--- src/rtl/fp16_pkg.sv ---
// Shared binary16 constants and pipeline payload types for the normalise/round stage.
package fp16_pkg;

    localparam int          EXP_BIAS = 15;
    localparam int          EXP_MAX  = 31;
    localparam logic [15:0] QNAN     = 16'h7E00;
    localparam logic [15:0] POS_INF  = 16'h7C00;

    typedef struct packed {
        logic        sign;
        logic [4:0]  exponent;
        logic [13:0] magnitude;
        logic        inf;
        logic        nan;
    } fp_payload_t;

    // Normalised significand with hidden bit at [10]; tiny marks an exponent that fell to <= 0.
    typedef struct packed {
        logic              sign;
        logic signed [6:0] e;
        logic [10:0]       sig;
        logic              guard;
        logic              sticky;
        logic              tiny;
        logic              zero;
        logic              inf;
        logic              nan;
    } fp_norm_t;

endpackage

--- src/rtl/fp_lzc14.sv ---
// Combinational 14-bit leading-zero counter; count is 14 and all_zero is set for a zero input.
module fp_lzc14 (
    input  logic [13:0] value,
    output logic [3:0]  count,
    output logic        all_zero
);

    always_comb begin
        count = 4'd14;
        for (int i = 0; i < 14; i++) begin
            if (value[i]) begin
                count = 4'(13 - i);
            end
        end
    end

    assign all_zero = ~|value;

endmodule

--- src/rtl/fp_normalize_round.sv ---
// Three-stage normalise / round-to-nearest-even / pack stage producing binary16 plus status flags.
// FP_NORM_SUBNORMAL_EN enables gradual underflow; without it tiny results flush to signed zero.
module fp_normalize_round
    import fp16_pkg::*;
#(
    parameter int EXP_W = 5,
    parameter int MAN_W = 10
) (
    input  logic             clk,
    input  logic             reset,
    input  logic             in_valid,
    output logic             in_ready,
    input  logic             in_sign,
    input  logic [EXP_W-1:0] in_exponent,
    input  logic [MAN_W+3:0] in_magnitude,
    input  logic             in_inf,
    input  logic             in_nan,
    output logic [15:0]      r,
    output logic             out_valid,
    input  logic             out_ready,
    output logic             negative,
    output logic             overflow,
    output logic             underflow,
    output logic             zero,
    output logic             inexact
);

    logic        adv;
    logic [3:0]  lzc_count;
    logic        lzc_all_zero;

    logic        s1_valid_q, s1_valid_d;
    fp_payload_t s1_payload_q, s1_payload_d;
    logic [3:0]  s1_lzc_q, s1_lzc_d;
    logic        s1_carry_q, s1_carry_d;
    logic        s1_zero_q, s1_zero_d;

    logic        s2_valid_q, s2_valid_d;
    fp_norm_t    s2_q, s2_d, norm;
    logic [12:0] norm_shifted;

    logic        out_valid_q, out_valid_d;
    logic [15:0] r_q, r_d;
    logic        negative_q, negative_d, overflow_q, overflow_d, underflow_q, underflow_d;
    logic        zero_q, zero_d, inexact_q, inexact_d;

    logic              round_up, rnd_inexact, underflow_bit, flush;
    logic [11:0]       rounded;
    logic signed [6:0] rnd_e;
    logic [4:0]        pack_exp;

`ifdef FP_NORM_SUBNORMAL_EN
    logic signed [6:0] sub_dist;
    logic [3:0]        sub_amt;
    logic [25:0]       sub_wide;
`endif

    // Whole pipeline moves in lockstep; a stalled output freezes every stage.
    assign adv      = !out_valid_q || out_ready;
    assign in_ready = adv;

    // Padding with a trailing zero makes the count equal the leading zeros of magnitude[12:0].
    fp_lzc14 u_lzc (
        .value    ({in_magnitude[12:0], 1'b0}),
        .count    (lzc_count),
        .all_zero (lzc_all_zero)
    );

    always_comb begin
        s1_valid_d   = s1_valid_q;
        s1_payload_d = s1_payload_q;
        s1_lzc_d     = s1_lzc_q;
        s1_carry_d   = s1_carry_q;
        s1_zero_d    = s1_zero_q;
        if (adv) begin
            s1_valid_d             = in_valid;
            s1_payload_d.sign      = in_sign;
            s1_payload_d.exponent  = in_exponent;
            s1_payload_d.magnitude = in_magnitude;
            s1_payload_d.inf       = in_inf;
            s1_payload_d.nan       = in_nan;
            s1_lzc_d               = lzc_all_zero ? 4'd13 : lzc_count;
            s1_carry_d             = in_magnitude[13];
            s1_zero_d              = lzc_all_zero && !in_magnitude[13];
        end
    end

    always_comb begin
        norm         = '0;
        norm.sign    = s1_payload_q.sign;
        norm.zero    = s1_zero_q;
        norm.inf     = s1_payload_q.inf;
        norm.nan     = s1_payload_q.nan;
        norm_shifted = s1_payload_q.magnitude[12:0] << s1_lzc_q;
`ifdef FP_NORM_SUBNORMAL_EN
        sub_dist     = '0;
        sub_amt      = '0;
        sub_wide     = '0;
`endif
        if (s1_carry_q) begin
            norm.sig    = s1_payload_q.magnitude[13:3];
            norm.guard  = s1_payload_q.magnitude[2];
            norm.sticky = |s1_payload_q.magnitude[1:0];
            norm.e      = {2'b00, s1_payload_q.exponent} + 7'd1;
        end else begin
            norm.sig    = norm_shifted[12:2];
            norm.guard  = norm_shifted[1];
            norm.sticky = norm_shifted[0];
            norm.e      = {2'b00, s1_payload_q.exponent} - {3'b000, s1_lzc_q};
        end
        if (norm.e <= 7'sd0) begin
            norm.tiny = 1'b1;
`ifdef FP_NORM_SUBNORMAL_EN
            // Denormalise into G/S; e=1 without a hidden bit packs as exponent field 0.
            sub_dist    = 7'sd1 - norm.e;
            sub_amt     = (sub_dist > 7'sd13) ? 4'd13 : sub_dist[3:0];
            sub_wide    = {norm.sig, norm.guard, norm.sticky, 13'd0} >> sub_amt;
            norm.sig    = sub_wide[25:15];
            norm.guard  = sub_wide[14];
            norm.sticky = sub_wide[13] | (|sub_wide[12:0]);
            norm.e      = 7'sd1;
`endif
        end
    end

    always_comb begin
        s2_valid_d = s2_valid_q;
        s2_d       = s2_q;
        if (adv) begin
            s2_valid_d = s1_valid_q;
            s2_d       = norm;
        end
    end

    always_comb begin
        round_up    = s2_q.guard & (s2_q.sticky | s2_q.sig[0]);
        rounded     = {1'b0, s2_q.sig} + {11'd0, round_up};
        rnd_e       = s2_q.e + {6'd0, rounded[11]};
        rnd_inexact = s2_q.guard | s2_q.sticky;
        pack_exp    = (rounded[11] | rounded[10]) ? rnd_e[4:0] : 5'd0;
`ifdef FP_NORM_SUBNORMAL_EN
        underflow_bit = s2_q.tiny & rnd_inexact;
        flush         = 1'b0;
`else
        underflow_bit = 1'b0;
        flush         = s2_q.tiny;
`endif

        out_valid_d = out_valid_q;
        r_d         = r_q;
        overflow_d  = overflow_q;
        underflow_d = underflow_q;
        inexact_d   = inexact_q;
        if (adv) begin
            out_valid_d = s2_valid_q;
        end
        // Output registers only load real beats so bubbles never disturb the last result.
        if (adv && s2_valid_q) begin
            overflow_d  = 1'b0;
            underflow_d = 1'b0;
            inexact_d   = 1'b0;
            if (s2_q.nan) begin
                r_d = QNAN;
            end else if (s2_q.inf) begin
                r_d = {s2_q.sign, POS_INF[14:0]};
            end else if (s2_q.zero) begin
                r_d = 16'h0000;
            end else if (flush) begin
                r_d         = {s2_q.sign, 15'h0000};
                underflow_d = 1'b1;
                inexact_d   = 1'b1;
            end else if (rnd_e >= 7'(EXP_MAX)) begin
                r_d        = {s2_q.sign, POS_INF[14:0]};
                overflow_d = 1'b1;
                inexact_d  = 1'b1;
            end else begin
                r_d         = {s2_q.sign, pack_exp, rounded[9:0]};
                inexact_d   = rnd_inexact;
                underflow_d = underflow_bit;
            end
        end
        negative_d = r_d[15];
        zero_d     = (adv && s2_valid_q) ? ~|r_d[14:0] : zero_q;
    end

    always_ff @(posedge clk or posedge reset) begin
        if (reset) begin
            s1_valid_q   <= 1'b0;
            s1_payload_q <= '0;
            s1_lzc_q     <= '0;
            s1_carry_q   <= 1'b0;
            s1_zero_q    <= 1'b0;
            s2_valid_q   <= 1'b0;
            s2_q         <= '0;
            out_valid_q  <= 1'b0;
            r_q          <= 16'h0000;
            negative_q   <= 1'b0;
            overflow_q   <= 1'b0;
            underflow_q  <= 1'b0;
            zero_q       <= 1'b0;
            inexact_q    <= 1'b0;
        end else begin
            s1_valid_q   <= s1_valid_d;
            s1_payload_q <= s1_payload_d;
            s1_lzc_q     <= s1_lzc_d;
            s1_carry_q   <= s1_carry_d;
            s1_zero_q    <= s1_zero_d;
            s2_valid_q   <= s2_valid_d;
            s2_q         <= s2_d;
            out_valid_q  <= out_valid_d;
            r_q          <= r_d;
            negative_q   <= negative_d;
            overflow_q   <= overflow_d;
            underflow_q  <= underflow_d;
            zero_q       <= zero_d;
            inexact_q    <= inexact_d;
        end
    end

    assign r         = r_q;
    assign out_valid = out_valid_q;
    assign negative  = negative_q;
    assign overflow  = overflow_q;
    assign underflow = underflow_q;
    assign zero      = zero_q;
    assign inexact   = inexact_q;

endmodule

--- config.mk ---
export PLATFORM = sky130hd
export DESIGN_NAME = fp_normalize_round
export DESIGN_NICKNAME = d
export VERILOG_FILES = /design/src/rtl/fp16_pkg.sv /design/src/rtl/fp_lzc14.sv /design/src/rtl/fp_normalize_round.sv
export SDC_FILE = /design/constraint.sdc
export NUM_CORES = 1
export LEC_CHECK = 0
export ABC_AREA = 0
export CAP_MARGIN = 0
export CELL_PAD_IN_SITES_DETAIL_PLACEMENT = 1
export CELL_PAD_IN_SITES_GLOBAL_PLACEMENT = 2
export CORE_UTILIZATION = 35
export DETAILED_ROUTE_END_ITERATION = 8
export PLACE_DENSITY_LB_ADDON = 0.1
export SLEW_MARGIN = 25
export SYNTH_ARGS = -nofsm -noshare
export SYNTH_HDL_FRONTEND = slang
export SYNTH_HIERARCHICAL = 1
export SYNTH_SLANG_ARGS = --single-unit
--- constraint.sdc ---
create_clock -name clk -period 4 [get_ports clk]
set_clock_uncertainty 0.15 [all_clocks]
set_input_delay 0.8 -clock clk [delete_from_list [all_inputs] [get_ports clk]]
set_output_delay 0.8 -clock clk [all_outputs]
set_load 0.02 [all_outputs]
Word level (Yosys, flattened, before mapping)

Cells that the tools add are included.

Multiplexer cells: 37
Divide/modulo/power cells: 0
Bitwise operators: 4
Reductions and logical operators: 10
Order comparisons: 2
Shift-type cells: 1
Multiply operators: 0
$add $sub $neg: 4
Equality and inequality tests: 0

Operator list:

| cell                  | number |
|---|---|
| $mux W16              | 4 |
| $mux W4               | 9 |
| $mux W15              | 2 |
| $mux W20              | 1 |
| $mux W1               | 15 |
| $reduce_or A15 Y1     | 1 |
| $reduce_or A13 Y1     | 1 |
| $shl A13 B4 Y13       | 1 |
| $add A11 B1 Y12       | 1 |
| $mux W3               | 4 |
| $add A7 B1 Y7         | 1 |
| $ge A7 B6 Y1 const B  | 1 |
| $le A7 B1 Y1 const B  | 1 |
| $add A5 B1 Y6 const B | 1 |
| $sub A5 B4 Y6         | 1 |
| $mux W5               | 1 |
| $logic_not A1 Y1      | 4 |
| $or A1 B1 Y1          | 3 |
| $logic_and A1 B1 Y1   | 2 |
| $mux W2               | 1 |
| $reduce_or A2 Y1      | 1 |
| $and A1 B1 Y1         | 1 |
| $logic_or A1 B1 Y1    | 1 |

Latch bits: 0
Memory bits (writable): 0
Memory bits (read-only): 0
Word-level logic and storage cells: 84
Memories kept: 0
Input port bits: 26
Register bits after elaboration: 77

Logic depth before layout (Yosys ltp)

Gate-level depths: netlist (run 1).

Depth after elaboration: 14
Mapped depth: 13
Depth with buffers taken out: 13

By module

Netlist (run 1), hierarchy kept.

Modules (own cells, without submodules):

| module             | area an instance (µm²) | cells an instance | times used |
|---|---|---|---|
| fp_normalize_round | 4,309.1                | 490               | 1 |
| fp_lzc14           | 157.7                  | 26                | 1 |

Least setup slack after synthesis (run 1)

Ideal clock, no wire load.

Path type: register to register
Start point: register s2_q[6] (netlist bit)
End point: register zero_q, in the netlist zero
Buffers on the path: 0
Path slack: 934 ps
Stages on the path, launching flop included: 14
Arrival: 2,829 ps
Cell sequence: dfrtp_1 -> o21a_1 -> ha_1 -> nand3_1 -> or2_2 -> nor2_1 -> ha_1 -> ha_1 -> and3_1 -> nor4b_1 -> a31o_2 -> o31ai_1 -> o211ai_2 -> a22oi_1

Cells in the longest elaborated chain, start to end: 13
Elaborated cells between the ends (all ways): 15

RTL lines:

| element                                              | line                                                 | source |
|---|---|---|
| start: declaration                                   | fp_normalize_round.sv:39                             | `fp_norm_t s2_q, s2_d, norm;` |
| start signal: assignment                             | fp_normalize_round.sv:194                            | `s2_q <= '0;` |
| start signal: assignment                             | fp_normalize_round.sv:209                            | `s2_q <= s2_d;` |
| $or A1 B1 Y1                                         | fp_normalize_round.sv:136                            | `round_up = s2_q.guard & (s2_q.sticky \| s2_q.sig[0]);` |
| $and A1 B1 Y1                                        | fp_normalize_round.sv:136                            |  |
| $add A11 B1 Y12 (*)                                  | fp_normalize_round.sv:137                            | `rounded = {1'b0, s2_q.sig} + {11'd0, round_up};` |
| $add A7 B1 Y7 / $or A1 B1 Y1 (equally long branches) | fp_normalize_round.sv:138, fp_normalize_round.sv:140 |  |
| $ge A7 B6 Y1 / $mux W5 (equally long branches)       | fp_normalize_round.sv:172, fp_normalize_round.sv:140 |  |
| $mux W15 (*)                                         | fp_normalize_round.sv:172                            | `end else if (rnd_e >= 7'(EXP_MAX)) begin` |
| $mux W15 (*)                                         | fp_normalize_round.sv:168                            | `end else if (flush) begin` |
| $mux W16 (*)                                         | fp_normalize_round.sv:166                            | `end else if (s2_q.zero) begin` |
| $mux W16 (*)                                         | fp_normalize_round.sv:164                            | `end else if (s2_q.inf) begin` |
| $mux W16 (*)                                         | fp_normalize_round.sv:162                            | `if (s2_q.nan) begin` |
| $mux W16 (*)                                         | fp_normalize_round.sv:158                            | `if (adv && s2_valid_q) begin` |
| $reduce_or A15 Y1 (*)                                | fp_normalize_round.sv:183                            | `zero_d = (adv && s2_valid_q) ? ~\|r_d[14:0] : zero_q;` |
| $logic_not A1 Y1 (*)                                 | fp_normalize_round.sv:183                            |  |
| end signal: assignment                               | fp_normalize_round.sv:215                            | `zero_q <= zero_d;` |
| end: declaration                                     | fp_normalize_round.sv:45                             | `logic zero_q, zero_d, inexact_q, inexact_d;` |

Mark *: on every way between the ends. The rest lies on a longest branch, timed or not.
A chain may end at the register's enable or synchronous reset.

Final worst setup path (run 1)

Start point: register s2_q[6] (netlist bit)
End point: register r_q[4], in the netlist r[4]

Cells in the longest elaborated chain, start to end: 11

RTL lines:

| element                | line                      | source |
|---|---|---|
| $or A1 B1 Y1           | fp_normalize_round.sv:136 |  |
| $and A1 B1 Y1          | fp_normalize_round.sv:136 |  |
| $add A11 B1 Y12 (*)    | fp_normalize_round.sv:137 |  |
| $add A7 B1 Y7          | fp_normalize_round.sv:138 | `rnd_e = s2_q.e + {6'd0, rounded[11]};` |
| $ge A7 B6 Y1           | fp_normalize_round.sv:172 |  |
| $mux W15 (*)           | fp_normalize_round.sv:172 |  |
| $mux W15 (*)           | fp_normalize_round.sv:168 |  |
| $mux W16 (*)           | fp_normalize_round.sv:166 |  |
| $mux W16 (*)           | fp_normalize_round.sv:164 |  |
| $mux W16 (*)           | fp_normalize_round.sv:162 |  |
| $mux W16 (*)           | fp_normalize_round.sv:158 |  |
| net r_d[4]             | fp_normalize_round.sv:43  | `logic [15:0] r_q, r_d;` |
| end signal: assignment | fp_normalize_round.sv:211 | `r_q <= r_d;` |
| end: declaration       | fp_normalize_round.sv:43  |  |

Mark *: on every way through the listed nets, which the timed path passes. The rest lies on a longest branch.

==> results of run 1 <==
-- routing by layer --
| metal | share of wire (%) | vias to the layer above |
|---|---|---|
| li1 | - | 1865 |
| met1 | 48 | 1837 |
| met2 | 47 | 73 |
| met3 | 2.4 | 21 |
| met4 | 2.8 | 0 |
| met5 | 0 | - |
-- area by class of cell --
type | instances | area, um^2
timing repair buffer | 53 | 531
tap | 168 | 210
multi-input combinational | 398 | 2430
fill | 1499 | 6860
clock inverter | 5 | 32.5
inverter | 13 | 48.8
sequential | 75 | 1880
clock buffer | 9 | 225
-- flip-flops by register name, indices dropped and copies added (netlist names), 3 cells and up --
register	cells
s2_q	24
r	15
norm	3
s1_lzc_q	4
s1_payload_q	19
-- critical path: stages (launching register included) --
cell,delay [ns]
dfrtp_1,0.37
o21a_1,0.14
ha_1,0.20
nand3_1,0.15
or2_2,0.35
nor2_1,0.15
ha_1,0.24
ha_1,0.30
nand3_1,0.10
mux2_2,0.28
o21ai_0,0.51
nor2_1,0.19
nand2_1,0.21
o21ai_0,0.13
-- through the flow --
stage | util (%) | hold WS [ns] | setup slack [ns]
after floorplan | - | 0.289 | 0.934
after global placement | 41.7 | 0.302 | 0.605
after detailed placement | 41.7 | 0.308 | 0.410
after CTS | 43.8 | 0.322 | 0.386
after global routing | 43.8 | 0.346 | 0.129
final | 43.8 | 0.316 | 0.413
-- how the worst max path moves through the flow --
stage | startpoint | to | slack, ns
5_1_grt | s2_q[6]$_DFFE_PP0N_ | r[4]$_DFF_PP0_ | 0.13
4_1_cts | s2_q[6]$_DFFE_PP0N_ | r[4]$_DFF_PP0_ | 0.39
3_5_place_dp | s2_q[6]$_DFFE_PP0N_ | r[4]$_DFF_PP0_ | 0.41
6_report | s2_q[6]$_DFFE_PP0N_ | r[4]$_DFF_PP0_ | 0.41
2_1_floorplan | s2_q[6]$_DFFE_PP0N_ | zero$_DFFE_PP0P_ | 0.93
3_3_place_gp | s2_q[6]$_DFFE_PP0N_ | r[6]$_DFF_PP0_ | 0.61
-- power groups by stage --
| stage | Sequential (W) | Clock (W) | Combinational [W] |
|---|---|---|---|
| after floorplan | 0.00133 | 0 | 0.00101 |
| after global placement | 0.00139 | 0 | 0.00145 |
| after detailed placement | 0.00141 | 0 | 0.00148 |
| after CTS | 0.00140 | 0.000753 | 0.00149 |
| after global routing | 0.00145 | 0.000787 | 0.00163 |
| final | 0.00139 | 0.000730 | 0.00147 |
-- cells by family after synthesis --
group | count (synthesis) | synth area share (%)
and+or+nand+nor | 241 | 24.3
AOI/OAI and AO/OA | 105 | 15.8
DFF | 75 | 42.0
buffers and inverters | 45 | 3.98
muxes | 22 | 7.51
xor gates and xnor gates | 17 | 3.33
adders and majority gates | 10 | 2.97
other | 1 | 0.0840
-- cell usage in the layout, fill, tap and decap left out, types with 4 or more instances in the layout --
master / instances
nor2_1: 39
a21oi_1: 18
and3_1: 4
o31ai_1: 5
xor2_1: 11
nand2_1: 141
nor3_1: 10
buf_4: 4
clkdlybuf4s50_1: 48
nor4_1: 5
a221oi_1: 6
mux4_2: 9
o21ai_0: 36
xnor2_1: 6
nand3_1: 14
o21a_1: 7
inv_1: 11
mux2i_1: 11
dfrtp_1: 75
a31oi_1: 4
clkbuf_16: 9
ha_1: 9
==> flow_summary.json, run 1 <==
{
  "start_util_pct": 36.6,
  "cts_buffer_depth": 2,
  "leakagePower_nw": 2.28,
  "ys_types": 61,
  "r2r-end": "r[4]$_DFF_PP0_",
  "dieArea_mm2": 0.0132,
  "combPwrFrac_pct": 40.8,
  "cts_sinks": 75,
  "drc_errors": 0,
  "cts_resized": 0,
  "cts_root_buffer": "clkbuf_16",
  "die_x_um": 115,
  "routedWlPerCell_um": 16.5,
  "ys.warnings.count": 6,
  "totalPowerFinal_w": 0.00359,
  "antenna_found_initial": 0,
  "worstMarginPinSlew_ns": 0.911,
  "core.rowCount": 40,
  "dp_hpwl_um": 8660,
  "yosysTopAreaCellShare_pct": 42.0,
  "synth_edf_count": 0,
  "rsz0062_at_grt": "false",
  "wirelength_um": 11900,
  "power_frac_seq_pct": 38.8,
  "crit_required_ns": 4.07,
  "synth_commonest_cells": "141 x nand2_1, 75 x dfrtp_1, 39 x nor2_1",
  "finalSetupViolCount": 0,
  "die-height_um": 115,
  "portBuffers": 48,
  "busiest_layer": "met2",
  "internal_power_w": 0.00211,
  "p_clk_share_pct": 20.3,
  "grt_pass1_vias": 3877,
  "netlist_area_mm2": 0.00447,
  "post-route-period-util_pct": 89.7,
  "synthCells": 516,
  "synthTopCellsByArea": "dfrtp_1 42%, nand2_1 12%, mux4_2 4.5%",
  "fin_crit_ns": 3.59,
  "insertedDiodeCount": 0,
  "design_area_mm2": 0.00535,
  "clk_pin_slew_ns": 0.06,
  "syn2layout_area_growth_pct": 19.8,
  "status": "finished, final reports clean",
  "finalMaxSlewViolations": 0,
  "use_met1_pct": 25.8,
  "worstReg2RegStart": "s2_q[6]$_DFFE_PP0N_",
  "cts_max_level": 3,
  "arrival_ns": 3.65,
  "fmax_mhz": 279,
  "synth_top_area_cell": "dfrtp_1",
  "place_area_mm2": 0.00509,
  "track_usage_pct": 19.9,
  "clk_latency_ns": 0.34,
  "cts_setup_buffers": 0,
  "max_cap_violations": 0,
  "syn_avg_cell_area_um2": 8.66,
  "fin_cells": 721,
  "cts_tree": "done",
  "grt_start_max_net_pins": 76,
  "min-delay-start": "underflow$_DFFE_PP0P_",
  "grt_overflow": 0,
  "grtUsageMet3_pct": 2.95,
  "hold_depth": 2,
  "drtIter0Drc": 200,
  "cp_max_fo": 6,
  "yosysSeqAreaShare_pct": 42.0,
  "fin_setup_tns_ns": 0,
  "rrSetupSlack_ns": 0.41,
  "detail-route-antenna-nets": 0,
  "hold_path_end": "underflow$_DFFE_PP0P_",
  "reg2reg_depth": 13,
  "core-area_mm2": 0.0122,
  "cts_made_buffers": 9,
  "grt_pass1_wl_um": 20100,
  "dpl.cell_count": 707,
  "gr-usage-met2_pct": 31.7,
  "ir_worst_vdd_v": 0.000323,
  "num_io_pins": 49,
  "synth_seq_cells": 75,
  "gp_congestion": 0.800,
  "hold_buffers": 0,
  "nets": 586,
  "synth-async-reset-ratio_pct": 100,
  "p_per_area_mw_per_mm2": 671,
  "synth_flop_cell": "dfrtp_1",
  "first_pass_iters": 4,
  "p_switching_w": 0.00148,
  "critPathLaunchType": "flip-flop",
  "hold_viol": 0,
  "end_kind": "flip-flop",
  "vias_per_cell": 5.26,
  "min_path_type": "reg -> reg",
  "p_sw_share_pct": 41.3,
  "drive_above_1_share_pct": 8.50,
  "vias": 3796,
  "yosysMostFrequentCell": "nand2_1",
  "path_class": "reg -> reg",
  "slew_headroom_pct": 39.2
}
Note: power is estimated with default switching activity, not from simulation.
==> inputs of run 2 (changes only) <==
--- a/config.mk
+++ b/config.mk
@@ -12,7 +12,7 @@
 export CORE_UTILIZATION = 35
 export DETAILED_ROUTE_END_ITERATION = 8
 export PLACE_DENSITY_LB_ADDON = 0.1
-export SLEW_MARGIN = 25
+export SLEW_MARGIN = 20
 export SYNTH_ARGS = -nofsm -noshare
 export SYNTH_HDL_FRONTEND = slang
 export SYNTH_HIERARCHICAL = 1
==> results of run 2 <==
Same layout as run 1: the final DEF is identical, and so are final timing and power.
